<file path="config.mk">
export PLATFORM = sky130hd
export DESIGN_NAME = fetch_unit
export DESIGN_NICKNAME = d
export VERILOG_FILES = /design/src/rtl/fetch_pkg.sv /design/src/rtl/fetch_queue.sv /design/src/rtl/fetch_unit.sv
export SDC_FILE = /design/constraint.sdc
export NUM_CORES = 1
export LEC_CHECK = 0
export ABC_AREA = 0
export BUFFER_PORTS_ARGS = -buffer_cell sky130_fd_sc_hd__buf_2
export CORE_MARGIN = 2
export CORE_UTILIZATION = 50
export DETAILED_ROUTE_END_ITERATION = 10
export PLACE_DENSITY = 0.75
export SETUP_SLACK_MARGIN = 0.02
export SYNTH_ARGS = -nofsm -noshare
export SYNTH_HDL_FRONTEND = slang
export SYNTH_SLANG_ARGS = --single-unit
</file>
<file path="constraint.sdc">
create_clock -name clk -period 13.3 [get_ports clk]
set_clock_uncertainty 0.15 [all_clocks]
set_input_delay 1.33 -clock clk [delete_from_list [all_inputs] [get_ports clk]]
set_output_delay 1.33 -clock clk [all_outputs]
set_load 0.02 [all_outputs]
</file>
<file path="src/rtl/fetch_pkg.sv">
// Shared constants, fetch-queue entry type and PC alignment helper for the fetch stage.
package fetch_pkg;

   localparam int XLEN        = 32;
   localparam int INSTR_BYTES = 4;

   typedef struct packed {
      logic [XLEN-1:0] pc;
      logic [XLEN-1:0] instr;
   } fetch_entry_t;

   function automatic logic [XLEN-1:0] align_pc(input logic [XLEN-1:0] addr);
      return {addr[XLEN-1:2], 2'b00};
   endfunction

endpackage

</file>
<file path="src/rtl/fetch_queue.sv">
// In-order FIFO of fetched {pc, instr} entries; flush empties it in one cycle.
module fetch_queue
   import fetch_pkg::*;
#(
   parameter int QDEPTH = 2,
   parameter int CW     = $clog2(QDEPTH) + 1
) (
   input  logic          clk,
   input  logic          reset,
   input  logic          flush,
   input  logic          enq,
   input  fetch_entry_t  enq_data,
   input  logic          deq,
   output fetch_entry_t  head,
   output logic [CW-1:0] count
);

   localparam int PW = $clog2(QDEPTH);

   fetch_entry_t  r_mem [QDEPTH];
   logic [PW-1:0] r_wr_ptr;
   logic [PW-1:0] r_rd_ptr;
   logic [CW-1:0] r_count;

   // NOTE: non-blocking assignments so every register samples pre-edge values.
   always_ff @(posedge clk) begin
      if (reset || flush) begin
         r_wr_ptr <= '0;
         r_rd_ptr <= '0;
         r_count  <= '0;
      end else begin
         if (enq) r_wr_ptr <= r_wr_ptr + 1'b1;
         if (deq) r_rd_ptr <= r_rd_ptr + 1'b1;
         if (enq && !deq)      r_count <= r_count + 1'b1;
         else if (deq && !enq) r_count <= r_count - 1'b1;
      end
   end

   // NOTE: storage is not reset; count alone decides validity, so stale words are never seen.
   always_ff @(posedge clk) begin
      if (enq) r_mem[r_wr_ptr] <= enq_data;
   end

   assign head  = r_mem[r_rd_ptr];
   assign count = r_count;

endmodule

</file>
<file path="src/rtl/fetch_unit.sv">
// Instruction-fetch stage: owns the PC, queues fetched words, serves decode, handles redirects.
// Define FETCH_PERF_EN to add the perf_fetch_cnt / perf_stall_cnt counters.
module fetch_unit
   import fetch_pkg::*;
#(
   parameter logic [XLEN-1:0] RESET_PC = '0,
   parameter int              QDEPTH   = 2
) (
   input  logic            clk,
   input  logic            reset,
   output logic [XLEN-1:0] imem_addr,
   input  logic [XLEN-1:0] imem_rdata,
   input  logic            redirect_valid,
   input  logic [XLEN-1:0] redirect_pc,
   output logic            if_valid,
   input  logic            if_ready,
   output logic [XLEN-1:0] if_instr,
   output logic [XLEN-1:0] if_pc
`ifdef FETCH_PERF_EN
   ,
   output logic [31:0]     perf_fetch_cnt,
   output logic [31:0]     perf_stall_cnt
`endif
);

   localparam int CW = $clog2(QDEPTH) + 1;

   logic [XLEN-1:0] r_pc;
   logic [CW-1:0]   w_count;
   logic            w_not_empty;
   logic            w_full;
   logic            w_enq;
   logic            w_deq;
   fetch_entry_t    w_enq_data;
   fetch_entry_t    w_head;

   assign w_not_empty = (w_count != '0);
   assign w_full      = (w_count == CW'(QDEPTH));

   // Redirect masks the head so a wrong-path entry can never be accepted.
   assign if_valid   = w_not_empty & ~redirect_valid;
   assign w_deq      = if_valid & if_ready & ~redirect_valid;
   assign w_enq      = ~redirect_valid & (~w_full | w_deq);
   assign w_enq_data = '{pc: r_pc, instr: imem_rdata};

   always_ff @(posedge clk) begin
      if (reset)               r_pc <= RESET_PC;
      else if (redirect_valid) r_pc <= align_pc(redirect_pc);
      else if (w_enq)          r_pc <= r_pc + XLEN'(INSTR_BYTES);
   end

   assign imem_addr = r_pc;

   fetch_queue #(
      .QDEPTH (QDEPTH),
      .CW     (CW)
   ) u_queue (
      .clk      (clk),
      .reset    (reset),
      .flush    (redirect_valid),
      .enq      (w_enq),
      .enq_data (w_enq_data),
      .deq      (w_deq),
      .head     (w_head),
      .count    (w_count)
   );

   // NOTE: defaults first so every path assigns both outputs and no latch is inferred.
   always_comb begin
      if_instr = '0;
      if_pc    = '0;
      if (if_valid) begin
         if_instr = w_head.instr;
         if_pc    = w_head.pc;
      end
   end

`ifdef FETCH_PERF_EN
   logic [31:0] r_perf_fetch_cnt;
   logic [31:0] r_perf_stall_cnt;

   always_ff @(posedge clk) begin
      if (reset) begin
         r_perf_fetch_cnt <= '0;
         r_perf_stall_cnt <= '0;
      end else begin
         if (w_enq) r_perf_fetch_cnt <= r_perf_fetch_cnt + 32'd1;
         if (w_full && !w_deq && !redirect_valid) r_perf_stall_cnt <= r_perf_stall_cnt + 32'd1;
      end
   end

   assign perf_fetch_cnt = r_perf_fetch_cnt;
   assign perf_stall_cnt = r_perf_stall_cnt;
`else
   // Default build carries no performance counters.
`endif

endmodule

</file>
* Word level (Yosys, flattened, before mapping) *
Memories as Yosys holds them, arrays and structs flattened. A register that Yosys moved wholly into a read port is not among the register bits.
Index checks and enable logic that the tools add are counted.

operators by class
  add/subtract/negate cells = 5
  eq/ne operators = 1
  muxes and demuxes = 10
  bitwise gates (word level) = 7
  reduce and logical (&&, ||, !) cells = 9

operator list
  kind                   count
  $mux 32                4
  $add 32x3->32 const B  1
  $reduce_bool 2->1      3
  $and 1x1->1            4
  $mux 1                 4
  $mux 2                 2
  $add 1x1->1 const B    2
  $add 2x1->2 const B    1
  $eq 2x2->1 const B     1
  $logic_and 1x1->1      2
  $logic_not 1->1        2
  $not 1->1              2
  $reduce_or 2->1        1
  $sub 2x1->2 const B    1
  $logic_or 1x1->1       1
  $or 1x1->1             1

storage, ports and cells
  bits in registers = 36
  RAM bits = 128
  input bits = 68
  output and inout port bits = 97
  word-level logic and storage cells = 38
  memories kept = 1

memories
  name           depth  bits a word  rd ports  clocked after memory_dff  write ports  RTL line           source
  u_queue.r_mem  2      64           1         1                         1            fetch_queue.sv:20  fetch_entry_t r_mem [QDEPTH];

* Depth between registers and ports, before layout *
Gate-level depths: netlist of run 1.

  depth after elaboration = 10
  depth in mapped cells = 9
  depth with buffers taken out = 8

* Modules after synthesis *
From an unflattened synthesis of run 1, not the netlist that was laid out.

unflattened totals
  cell total of the unflattened synthesis = 532
  area, all modules = 7164.4 µm²

by module, submodules not included
  module       instances  cells each  area an instance (µm²)  seq. area each (µm²)
  fetch_queue  1          219         4802.1                  3943.8
  fetch_unit   1          313         2362.3                  600.6

* Least setup slack after synthesis of run 1 *
No wires, ideal clock.

  kind = in2reg
  start = input redirect_valid
  end = memory u_queue.r_mem[0][0] in the netlist's numbering (enable)
  setup time = 0.558 ns
  data arrival time = 6.184 ns
  required time = 12.592 ns
  slack = 6.408 ns
  cell stages on the path = 4
  path buffers = 3
  cells stage by stage = clkbuf_1 -> clkbuf_1 -> clkbuf_1 -> nor3_1

between the ends
  longest elaborated chain between the ends = 8

RTL lines
  what                            RTL line                                              source
  start, declared                 fetch_unit.sv:13                                      input logic redirect_valid,
  $not 1->1 *                     fetch_unit.sv:41, fetch_unit.sv:42, fetch_unit.sv:43
  $and 1x1->1                     fetch_unit.sv:41                                      assign if_valid = w_not_empty & ~redirect_valid;
  $and 1x1->1 (2 in series)       fetch_unit.sv:42                                      assign w_deq = if_valid & if_ready & ~redirect_valid;
  $or 1x1->1                      fetch_unit.sv:43                                      assign w_enq = ~redirect_valid & (~w_full | w_deq);
  $and 1x1->1 *                   fetch_unit.sv:43
  $mux 1 *                        fetch_queue.sv:41                                     if (enq) r_mem[r_wr_ptr] <= enq_data;
  $mux 1 (not written as such) *  fetch_queue.sv:41
  end, declared                   fetch_queue.sv:20

Mark *: on every way between the ends. The rest lies on a longest branch, timed or not.

* Worst setup path after layout of run 1 *
  start = input redirect_valid
  end = output if_valid

between the ends
  longest elaborated chain between the ends = 2

RTL lines
  what           RTL line          source
  $not 1->1      fetch_unit.sv:41
  $and 1x1->1    fetch_unit.sv:41
  end, declared  fetch_unit.sv:15  output logic if_valid,

No other way between the ends.

==> results of run 1 <==
worst max-delay path by stage:
stage                    from                            end  slack [ns]  cells past startpoint
6_report       redirect_valid                       if_valid        7.82                      6
4_1_cts        redirect_valid                       if_valid        7.83                      6
5_1_grt        redirect_valid                       if_valid        7.56                      6
3_5_place_dp   redirect_valid                       if_valid        7.84                      6
3_3_place_gp   redirect_valid                       if_valid        7.93                      6
2_1_floorplan  redirect_valid  u_queue.r_mem[0][0]$_DFFE_PP_        6.41                      4
routing by layer:
layer  wire (um)  vias to the layer above  global-route usage [%]
met3        1150                       18                    5.50
met1        6640                     2363                    28.3
met2        7360                      182                    35.0
met5           0                        -                       0
met4         201                        0                    7.41
li1            -                     2328                       -
sequential cells by signal (all words and copies together) (netlist names), named ones only:
register          count
u_queue.count         2
u_queue.r_rd_ptr      1
imem_addr            30
u_queue.r_wr_ptr      1
u_queue.r_mem       124
cells in the final DEF (no fill, tap or decap), drive strengths merged, types with 3 or more instances in the layout:
cell type and count:
or3 9, a21oi 12, nor3 5, nand3 10, or2 3, nor4b 7, and4 8, mux2i 63
nor4 7, a311oi 6, nor2 90, edfxtp 124, o211ai 8, inv 11, a211oi 11, or4 5
dfxtp 35, nand2 13, o31ai 5, clkbuf 21, xnor2 3, o311ai 4, conb 4, xor2 10
clkinv 4, o21ai 7, a2111oi 6, nor2b 5, bufinv 4, nand4 8, buf 161
critical path: stages:
cell,delay [ns]
buf_2,0.58
inv_1,0.72
o21ai_4,0.44
buf_4,0.52
inv_1,0.16
buf_2,0.19
area by class of cell:
class                      instances  area share, %
inverter                          10          0.450
tap                              176           2.64
timing repair buffer             161           9.75
multi-input combinational        334           26.9
clock buffer                      21           5.28
clock inverter                    11           1.96
sequential                       159           53.1
cells in the mapped netlist, types with 3 or more instances:
master and n:
clkbuf_1 26, o31ai_1 5, edfxtp_1 124, a21oi_1 12
nand3_1 10, o211ai_1 8, or2_2 3, o21ai_0 6
nor2b_1 5, or4_1 5, mux2i_1 63, nor2_1 90
nor4b_1 7, and4_1 8, o311ai_0 4, nor3_1 5
a211oi_1 11, inv_1 10, xor2_1 10, a311oi_1 6
nor4_1 7, dfxtp_1 35, xnor2_1 3, or3_1 9
nand2_1 13, buf_4 4, a2111oi_0 5, buf_1 3
buf_2 7, nand4_1 7
logic make-up (layout without fill, tap and decap cells):
kind of cell | count (synthesis) | after routing | share of synthesized area [%]
buffers and inverters | 50 | 203 | 3.09
xor gates and xnor gates | 13 | 13 | 1.66
muxes | 63 | 63 | 9.21
AOI/OAI and AO/OA | 73 | 73 | 7.84
adders and majority gates | 2 | 2 | 0.365
and+or+nand+nor | 179 | 179 | 13.2
other | 1 | 4 | 0.0548
DFF | 159 | 159 | 64.6
power by group through the flow:
stage,registers [mW],logic [mW],clock network [mW]
final,0.587,0.0985,0.496
after global routing,0.591,0.108,0.524
after detailed placement,0.597,0.0987,0
after CTS,0.587,0.0993,0.500
after floorplan,0.599,0.0569,0
after global placement,0.595,0.0961,0
stage by stage:
step           utilization (%)  instance area, um2  hold slack (ns)  worst slack, ns
6_report                  62.8                8340            0.367             7.82
5_1_grt                   62.8                8340            0.413             7.56
4_1_cts                   62.8                8340            0.376             7.83
3_5_place_dp              58.2                7740            0.357             7.84
3_3_place_gp              58.2                7740            0.330             7.93
2_1_floorplan                -                6860            0.322             6.41
==> metrics.yaml, run 1 <==
post-cts-setup-buffer-count: 0
crit_arrival_ns: 4.00
place_congestion: 0.842
pwr_density_cell_mw_per_mm2: 142
ys_top_cells_by_area: "edfxtp_1 (54%), dfxtp_1 (10%), mux2i_1 (9.2%), nor2_1 (4.9%), clkbuf_1 (1.4%)"
r2r_cells: 4
port_buffers: 158
wl_per_cell_um: 17.6
tightest_slew_ns: 1.23
tns_ns: 0
drv_slew: 0
multi_input_area_mm2: 0.00224
clock_latency_ns: 0.41
cts_sinks: 159
p_seq_share_pct: 49.7
slew-limit-headroom_pct: 17.8
min-delay-start: "u_queue.r_rd_ptr$_SDFFE_PP0P_"
synth_warnings: 0
ys_ff_latch: 159
sw_frac_of_total_pct: 22.5
nets: 753
core_mm2: 0.0133
regArea_mm2: 0.00443
clk_pin_slew_ns: 0.06
wl_mm: 15.4
drive_gt1_share_pct: 27.9
grt_pass1_vias: 4799
fin_cells: 872
crit-reg2reg-launch: "imem_addr[7]$_SDFFE_PP0P_"
overflow: 0
crit_path_end_kind: "output port"
crit_required_ns: 11.82
avgSynthCellArea_um2: 12.7
min_path_cells: 2
vias_per_cell: 5.61
grt_max_degree: 63
crit_fanout: 48
synth.distinct_cells: 49
cts_root_buf: "clkbuf_16"
fmax_ghz: 0.182
start_util_pct: 51.5
setup_viol: 0
yosys_most_used_dff: "edfxtp_1"
r2r_setup_slack_ns: 10.33
synth_area_mm2: 0.00685
power_leakage_nw: 3.11
yosysTopAreaCell: "edfxtp_1"
clockBufferDepth: 2
dieArea_mm2: 0.0146
cap_viol_max_count: 0
start_kind: "input port"
n_fill_cell: 1100
internal-power_mw: 0.915
ant_nets: 0
cts_tree: "yes"
drt_first_pass_iters: 5
vias: 4891
postSynthCellCount: 540
holdBufCountCts: 0
num_rows: 42
async_flop_share_pct: 0
syn_to_final_growth_pct: 21.9
hold_viol: 0
cts_buffers: 17
rsz0062_at_grt: "false"
drt_iter0_markers: 485
cts_resized: 0
dp_hpwl_mm: 10.1
fin_crit_sh_pct: 41.2
dieHeight_um: 121
drc_errors: 0
grt.total_usage_pct: 21.6
worst_r2r_endpoint: "imem_addr[20]$_SDFFE_PP0P_"
comb_power_share_pct: 8.3
antenna_found_initial: 0
synth-edff-count: 124
path_class: "input port to output port"
layout_min_cycle_time_ns: 5.48
p_switching_mw: 0.266
die_w_um: 121
p_total_mw: 1.18
pwr-share-clk_pct: 42.0
diodes: 0
grt_pass1_wl_mm: 24.5
dp.cells: 840
peakVddDrop_v: 0.0000771
hold_path_class: "flip-flop to flip-flop"
outcome: "finished clean"
boundaryPins: 165
synth_top_area_share_pct: 54.4
htree_levels: 4
synth-seq-area-share_pct: 64.6
No activity file was read; power rests on OpenSTA's default activity.
==> run 2, diff against run 1 <==
==> constraint.sdc (replaced) <==
create_clock -name clk -period 5.3 [get_ports clk]
set_clock_uncertainty 0.15 [all_clocks]
set_input_delay 0.53 -clock clk [delete_from_list [all_inputs] [get_ports clk]]
set_output_delay 0.53 -clock clk [all_outputs]
set_load 0.02 [all_outputs]
==> metrics.yaml, run 2 (synthesis results as in run 1) <==
clockBufferDepth: 2  # unchanged
dp_hpwl_mm: 10.0  # -0.73%
antenna_found_initial: 0  # unchanged
clk_pin_slew_ns: 0.06  # about the same
crit_required_ns: 4.62  # -7.20 ns
grt.total_usage_pct: 21.6  # +0.027 points
layout_min_cycle_time_ns: 3.14
die_w_um: 121  # unchanged
cts_sinks: 159  # unchanged
vias: 5028  # +2.8%
dieHeight_um: 121  # unchanged
largest_reg_flops: 124  # unchanged
internal-power_mw: 2.28  # +150%
core_mm2: 0.0133  # unchanged
final_util_pct: 63.0  # +0.20 points
n_fill_cell: 1029  # -6.5%
rsz0062_at_grt: "false"
cap_viol_max_count: 0  # unchanged
dieArea_mm2: 0.0146  # unchanged
slew-limit-headroom_pct: 17.4  # -0.35 points
p_seq_share_pct: 49.6  # about the same
ant_nets: 0  # unchanged
wl_mm: 15.9  # +3.3%
start_kind: "input port"
diodes: 0  # unchanged
drt_iter0_markers: 568  # +17%
outcome: "finished clean"
layout_common_cells: "buf_2 (158), edfxtp_1 (124), nor2_1 (90)"
p_switching_mw: 0.691  # +160%
boundaryPins: 165  # unchanged
vias_per_cell: 5.76  # +2.7%
setup_viol: 0  # unchanged
nets: 754  # +0.13%
fin_ws_ns: 2.16  # -5.66 ns
cts_root_buf: "clkbuf_16"
placed_area_mm2: 0.00775  # +0.16%
drv_slew: 0  # unchanged
sw_frac_of_total_pct: 23.2  # +0.71 points
drt_first_pass_iters: 5  # unchanged
syn_to_final_growth_pct: 22.3
grt_pass1_vias: 4711  # -1.8%
power_leakage_nw: 3.12  # +0.31%
tns_ns: 0  # unchanged
crit_path_end_kind: "output port"
grt_max_degree: 63  # unchanged
num_rows: 42  # unchanged
htree_levels: 4  # unchanged
clock_latency_ns: 0.41  # about the same
post-cts-setup-buffer-count: 0  # unchanged
drc_errors: 0  # unchanged
hold_path_class: "input port to flip-flop"
crit_arrival_ns: 2.46  # -1.54 ns
pwr_density_cell_mw_per_mm2: 355  # +150%
start_util_pct: 51.5  # unchanged
grt_pass1_wl_mm: 24.3  # -0.76%
fin_crit_sh_pct: 59.2
hold_viol: 0  # unchanged
overflow: 0  # unchanged
regMostFlops: "u_queue.r_mem"
drive_gt1_share_pct: 28.7  # +0.82 points
peakVddDrop_v: 0.000174  # +130%
place_congestion: 0.879  # +4.4%
crit_fanout: 58  # +21%
pwr-share-clk_pct: 42.0  # about the same
cts_resized: 0  # unchanged
dpl_worst_slack_ns: 2.07  # -5.77 ns
fmax_ghz: 0.319
port_buffers: 158  # unchanged
cts_tree: "yes"
cts_buffers: 17  # unchanged
fin_area_mm2: 0.00837  # +0.31%
tightest_slew_ns: 1.24  # +0.00529 ns
wl_per_cell_um: 18.2  # +3.1%
path_class: "input port to output port"
final_common_cell: "buf_2"
comb_power_share_pct: 8.4  # about the same
holdBufCountCts: 0  # unchanged
-- run 2: cell types whose count changed in the layout (fill, tap and decap cells not counted) --
cell | previous run | this run
inv_6 | 1 | 0
inv_8 | 0 | 1
clkbuf_8 | 0 | 2
bufinv_16 | 4 | 3
clkbuf_1 | 4 | 2
nor3_2 | 1 | 0
clkinvlp_4 | 2 | 4
and2_4 | 1 | 0
nor3_4 | 0 | 1
clkinv_1 | 3 | 0
and2_2 | 0 | 1
clkinv_4 | 1 | 3
buf_4 | 3 | 4
-- run 2: layer usage --
| metal | wire length (um) | GRT usage, % |
|---|---|---|
| met1 | 6530 | 28.4 |
| met2 | 7630 | 35.4 |
| met3 | 1430 | 5.31 |
| met4 | 257 | 6.76 |
| met5 | 0 | 0 |
-- run 2: per-stage QoR --
step                      power [mW]  cells  hold WS (ns)
after floorplan                 1.65    543         0.322
after global placement          1.74    841         0.335
after detailed placement        1.75    841         0.357
after CTS                       2.99    873         0.142
after global routing            3.07    873         0.142
final                           2.97    873         0.158
-- run 2: worst max-delay path: stages --
cell	delay, ns
buf_2	0.62
inv_1	0.20
o21ai_4	0.16
buf_4	0.59
nor2_1	0.13
buf_2	0.20
-- run 2: path summary, 6_finish.rpt --
| kind | from | end | slack, ns | cells after the start |
|---|---|---|---|---|
| setup / recovery | redirect_valid | if_pc[15] | 2.16 | 6 |
| hold / removal | imem_rdata[6] | u_queue.r_mem[1][6]$_DFFE_PP_ | 0.16 | 1 |
| setup reg to reg | imem_addr[7]$_SDFFE_PP0P_ | imem_addr[20]$_SDFFE_PP0P_ | 2.30 | 4 |
| hold reg to reg | imem_addr[14]$_SDFFE_PP0P_ | u_queue.r_mem[1][46]$_DFFE_PP_ | 0.39 | 0 |
-- run 2: final cells by class --
class,count,area [um2],area share [%]
flip-flops and latches,159,4430,52.9
multi-input cells,334,2250,26.8
repair buffers,162,821,9.81
clock buffers,21,460,5.50
well taps,176,220,2.63
clock inverters,11,158,1.88
inverters,10,37.5,0.448
-- run 2: power by group through the flow --
stage	combinational (mW)	clock [mW]	sequential (mW)
floorplan	0.143	0	1.50
global placement	0.242	0	1.50
detailed placement	0.248	0	1.50
CTS	0.250	1.26	1.47
global route	0.270	1.32	1.48
finish	0.249	1.25	1.47
